### src/rtl/wts_tone_generator_5ch.sv
// Five-channel wavetable tone generator: per-channel step counters and sample pointers
// with a combinational output mux. Optional macro WTS_WAVE_LENGTH_EN enables wave-length decoding.
module wts_tone_generator_5ch (
    input  logic        clk,
    input  logic        nreset,
    input  logic [2:0]  active,
    input  logic        address_reset,
    input  logic [1:0]  reg_wave_length_a,
    input  logic [1:0]  reg_wave_length_b,
    input  logic [1:0]  reg_wave_length_c,
    input  logic [1:0]  reg_wave_length_d,
    input  logic [1:0]  reg_wave_length_e,
    input  logic [11:0] reg_frequency_count_a,
    input  logic [11:0] reg_frequency_count_b,
    input  logic [11:0] reg_frequency_count_c,
    input  logic [11:0] reg_frequency_count_d,
    input  logic [11:0] reg_frequency_count_e,
    output logic [6:0]  wave_address,
    output logic        half_timing
);

    localparam int unsigned NUM_CH = 5;
    localparam int unsigned CNT_W  = 12;
    localparam int unsigned PTR_W  = 7;

    logic [NUM_CH-1:0][CNT_W-1:0] freq;
    logic [NUM_CH-1:0][1:0]       len_code;
    logic [NUM_CH-1:0][PTR_W-1:0] mask;
    logic [NUM_CH-1:0][PTR_W-1:0] half_pt;
    logic [NUM_CH-1:0][PTR_W-1:0] ptr_inc;

    logic [NUM_CH-1:0][CNT_W-1:0] cnt_q, cnt_d;
    logic [NUM_CH-1:0][PTR_W-1:0] ptr_q, ptr_d;
    logic [NUM_CH-1:0]            half_q, half_d;

    assign freq = {reg_frequency_count_e, reg_frequency_count_d, reg_frequency_count_c,
                   reg_frequency_count_b, reg_frequency_count_a};
    assign len_code = {reg_wave_length_e, reg_wave_length_d, reg_wave_length_c,
                       reg_wave_length_b, reg_wave_length_a};

`ifdef WTS_WAVE_LENGTH_EN
    function automatic logic [PTR_W-1:0] mask_of(input logic [1:0] code);
        case (code)
            2'b00:   mask_of = 7'd31;
            2'b01:   mask_of = 7'd63;
            2'b10:   mask_of = 7'd127;
            default: mask_of = 7'd15;
        endcase
    endfunction

    always_comb begin
        mask = '0;
        for (int i = 0; i < NUM_CH; i++) begin
            mask[i] = mask_of(len_code[i]);
        end
    end
`else
    // Fixed 32-sample tables; the length registers are deliberately not observed.
    logic unused_wave_length;
    assign unused_wave_length = ^len_code;

    always_comb begin
        mask = '0;
        for (int i = 0; i < NUM_CH; i++) begin
            mask[i] = 7'd31;
        end
    end
`endif

    // Midpoint L/2 and the masked next pointer per channel.
    always_comb begin
        half_pt = '0;
        ptr_inc = '0;
        for (int i = 0; i < NUM_CH; i++) begin
            half_pt[i] = PTR_W'((mask[i] >> 1) + 7'd1);
            ptr_inc[i] = PTR_W'(ptr_q[i] + 7'd1) & mask[i];
        end
    end

    // Restart, step or count down.
    always_comb begin
        cnt_d  = cnt_q;
        ptr_d  = ptr_q;
        half_d = '0;
        for (int i = 0; i < NUM_CH; i++) begin
            if (address_reset) begin
                cnt_d[i] = freq[i];
                ptr_d[i] = '0;
            end else if (cnt_q[i] == '0) begin
                cnt_d[i]  = freq[i];
                ptr_d[i]  = ptr_inc[i];
                half_d[i] = (ptr_inc[i] == half_pt[i]);
            end else begin
                cnt_d[i] = CNT_W'(cnt_q[i] - 12'd1);
            end
        end
    end

    always_ff @(posedge clk) begin
        if (nreset) begin
            cnt_q  <= freq;
            ptr_q  <= '0;
            half_q <= '0;
        end else begin
            cnt_q  <= cnt_d;
            ptr_q  <= ptr_d;
            half_q <= half_d;
        end
    end

    // Output select; channels 5..7 read as idle.
    always_comb begin
        wave_address = '0;
        half_timing  = 1'b0;
        for (int i = 0; i < NUM_CH; i++) begin
            if (active == 3'(i)) begin
                wave_address = ptr_q[i] & mask[i];
                half_timing  = half_q[i];
            end
        end
    end

endmodule

### config.mk
export PLATFORM = sky130hd
export DESIGN_NAME = wts_tone_generator_5ch
export DESIGN_NICKNAME = d
export VERILOG_FILES = /design/src/rtl/wts_tone_generator_5ch.sv
export SDC_FILE = /design/constraint.sdc
export NUM_CORES = 1
export LEC_CHECK = 0
export ABC_AREA = 1
export CORE_MARGIN = 4
export CORE_UTILIZATION = 54
export CTS_BUF_LIST = sky130_fd_sc_hd__clkbuf_16
export DETAILED_ROUTE_END_ITERATION = 16
export GPL_TIMING_DRIVEN = 0
export PLACE_DENSITY_LB_ADDON = 0.2
export SETUP_SLACK_MARGIN = 0.05
export SYNTH_ARGS = -nofsm -noshare
export SYNTH_HDL_FRONTEND = slang
export SYNTH_SLANG_ARGS = --single-unit
### constraint.sdc
create_clock -name clk -period 1.9 [get_ports clk]
set_input_delay 0.38 -clock clk [delete_from_list [all_inputs] [get_ports clk]]
set_output_delay 0.38 -clock clk [all_outputs]
set_load 0.005 [all_outputs]
==> results of run 1 <==
==> flip-flops by register name, summed over array words and instances, names as in the netlist <==
register / cells
cnt_q: 60
half_q: 5
ptr_q: 25
==> cells by family after synthesis <==
group | count (synthesis)
fa+ha+maj | 20
xor+xnor | 35
simple gates | 416
buf+inv | 88
compound gates | 106
flops | 90
other cells | 1
==> worst max-delay path, cell delays in order <==
cell and delay (ps):
buf_4 140, clkinv_4 90, nor3_4 180, buf_4 150
buf_4 90, nand2_1 40, nand4_1 90, dlygate4sd2_1 250
==> stage by stage <==
stage / utilization / cells / hold slack [ps]
finish: 0.6888 / 974 / 450.4
global route: 0.6888 / 974 / 469.5
global placement: 0.6523 / 957 / 442.5
detailed placement: 0.6523 / 957 / 442.1
CTS: 0.6877 / 973 / 452.8
floorplan: - / 757 / 425.5
==> layer usage <==
layer | up-vias | track usage | wire length [um]
met3 | 19 | 0.03886 | 585
met5 | - | 0 | 0
met4 | 0 | 0.05828 | 182
met1 | 2207 | 0.2760 | 5216
met2 | 126 | 0.3666 | 5694
li1 | 2578 | - | -
==> power groups by stage <==
stage,clock (W),sequential [W],combinational [W]
after CTS,0.00159,0.00212,0.000746
after global placement,0,0.00216,0.000706
after floorplan,0,0.00214,0.000485
final,0.00157,0.00212,0.000745
after global routing,0.00168,0.00214,0.000847
after detailed placement,0,0.00216,0.000728
==> cell usage in the layout, fill, tap and decap left out, types with 4 or more instances in the layout <==
| master | Yosys | final |
|---|---|---|
| nand2_1 | 157 | 155 |
| nor2_1 | 152 | 149 |
| dfxtp_1 | 90 | 82 |
| inv_1 | 71 | 71 |
| clkdlybuf4s50_1 | 0 | 62 |
| nand3_1 | 52 | 51 |
| o21ai_0 | 48 | 47 |
| a21oi_1 | 42 | 42 |
| xnor2_1 | 20 | 20 |
| ha_1 | 20 | 20 |
| nand2_2 | 13 | 15 |
| xor2_1 | 15 | 15 |
| o21ai_2 | 12 | 13 |
| nor2_2 | 11 | 11 |
| buf_4 | 5 | 11 |
| clkbuf_16 | 0 | 9 |
| and3_1 | 8 | 8 |
| dfxtp_2 | 0 | 8 |
| nor2_4 | 4 | 7 |
| inv_2 | 5 | 6 |
| nand2_4 | 6 | 6 |
| dlygate4sd2_1 | 0 | 5 |
| nand4_1 | 4 | 4 |
| nor3_1 | 5 | 4 |
==> layout make-up <==
class                           count  area [um^2]  share of cell area
Clock buffer                        9        225.2             0.03522
Clock inverter                      4        23.77            0.003717
Sequential cell                    90         1812              0.2833
Tap cell                          129        161.4             0.02524
Multi-Input combinational cell    579         3038              0.4751
Buffer                             11        115.1             0.01800
Inverter                           77        294.0             0.04598
Timing Repair inverter              1        3.754           0.0005870
Timing Repair Buffer               74        721.9              0.1129
==> worst max path at each step <==
stage                                  to  cells past startpoint
after floorplan           wave_address[4]                      4
after global placement        half_timing                      6
after detailed placement      half_timing                      6
after CTS                     half_timing                      5
after global routing      wave_address[4]                      8
final                     wave_address[4]                      8
==> repair_timing <==
item,in CTS,in global routing
pin swaps,1,2
hold endpoints to repair,0,0
setup endpoints to repair,6,2
gates cloned,1,0
buffers inserted,2,1
resized for setup,48,1
==> flow_metrics.py, run 1 <==
metrics = {
    "power": {
        "power.leakage_nw": 2.890,
        "cellInternalPower_w": 0.003212,
        "pwr-share-seq": 0.479,
        "power_density_nw_per_um2": 693.7,
        "switching_share": 0.2760,
        "p_total_w": 0.004436,
        "ir_worst_vdd_v": 0.0003725,
        "combPwrFrac": 0.168,
        "p_clk_frac": 0.353,
        "p_sw_w": 0.001224,
    },
    "route": {
        "drtPass1Iterations": 6,
        "routed_wl_um": 11680,
        "drtAntennaViolNets": 0,
        "drcViolationCount": 0,
        "vias": 4930,
        "post_drt_wl_per_cell_um": 11.99,
        "drt_iter0_drc": 258,
        "routed_via_density": 5.062,
    },
    "sta": {
        "clock_skew_ps": 5.798,
        "setup_violations": 0,
        "hold_viol": 0,
        "grt_setup_unrepaired": "false",
        "timing.final.ws_setup_ps": 99.53,
        "drv_slew": 0,
        "fmax_mhz": 555.4,
        "tns_ps": 0,
        "fin_crit_ps": 1800,
        "fin_crit_sh": 0.9476,
    },
    "cts": {
        "hold_buffers": 0,
        "clockRootBuffer": "clkbuf_16",
        "numCtsBuffers": 9,
        "cts_tree": "done",
        "htree_levels": 3,
        "clock_sinks": 90,
        "cts_buffer_depth": 2,
        "clkSlewWorstSetupHoldPaths_ps": 60,
        "clkLatencyLatePin_ps": 330,
    },
    "hold_path": {
        "hold_path_class": "flop to flop",
        "hold_start": "cnt_q[48]",
        "hold_path_end": "cnt_q[48]",
        "hold_path_depth": 1,
    },
    "worst_setup_path": {
        "crit_arrival_ps": 1420,
        "cp-startpoint": "active[2]",
        "reg2regPathDepth": 9,
        "rrSetupSlack_ps": 280,
        "r2r_end": "cnt_q[56]",
        "reg2reg_from": "cnt_q[48]",
        "endpoint_kind": "primary output",
        "crit_fanout": 5,
        "cp-start-kind": "primary input",
        "worstPathRequired_ps": 1520,
        "worstSetupPathType": "primary input to primary output",
    },
    "yosys": {
        "synth_top_family_by_area": "simple AND/OR/NAND/NOR gates",
        "synth.yosys.seq_area_share": 0.3478,
        "synth_mux_area_frac": 0,
        "synth_most_common_cell": "nand2_1",
        "synth_area_per_cell_um2": 6.852,
        "yosys.area_share.simple": 0.3541,
        "synthXorXnorAreaFrac": 0.05918,
        "synth_flop_cell": "dfxtp_1",
        "synthTopCellsByArea": "dfxtp_1 35%, nand2_1 11%, nor2_1 11%",
        "netlist_instances": 756,
        "ys_warn_count": 0,
        "synth.distinct_cells": 32,
        "synth_compound_area_frac": 0.1118,
        "synth_edf_count": 0,
        "yosysTopAreaCell": "dfxtp_1",
        "async_reset_ff_frac": 0,
        "synth_seq_cells": 90,
        "synthAdderAreaFrac": 0.04831,
        "synthTopCellsByCount": "157 x nand2_1, 152 x nor2_1, 90 x dfxtp_1",
        "yosysTopAreaCellShare": 0.3478,
        "syn_area_um2": 5180,
    },
    "placed_design": {
        "routabilityCongestion": 0.9134,
        "post-place-ws_ps": -819.4,
        "placed_cell_area_um2": 6056,
        "dpl.hpwl_um": 8883,
        "io_buffers": 71,
    },
    "grt": {
        "grt_first_pass_wirelength_um": 20090,
        "antenna_found_initial": 0,
        "grt_pass1_vias": 4632,
        "groute.usage.overall": 0.2135,
        "overflow": 0,
        "grt_max_degree": 14,
    },
    "die": {
        "die-area_um2": 11220,
        "chipWidth_um": 105.9,
        "io_pins": 84,
        "start_util": 0.5580,
        "core.rowCount": 35,
        "core_area_um2": 9284,
        "die_h_um": 105.9,
    },
    "finish": {
        "stdcell_area_um2": 6395,
        "synthToLayoutAreaGrowth_pct": 23.45,
        "drive_gt1_frac": 0.1207,
        "n_fill_cell": 817,
        "nets": 939,
        "insertedDiodeCount": 0,
    },
    "flow_run": {
        "maxCapViolations": 0,
    },
    "status": {
        "status": "completed",
    },
}
No activity file was read; power rests on OpenSTA's default activity.
==> run 2: changes to the inputs <==
--- a/config.mk
+++ b/config.mk
@@ -6,6 +6,7 @@
 export NUM_CORES = 1
 export LEC_CHECK = 0
 export ABC_AREA = 1
+export ABC_CLOCK_PERIOD_IN_PS = 1900
 export CORE_MARGIN = 4
 export CORE_UTILIZATION = 54
 export CTS_BUF_LIST = sky130_fd_sc_hd__clkbuf_16
==> results of run 2 <==
The final DEF is identical to that of run 1; final timing and power are the same.
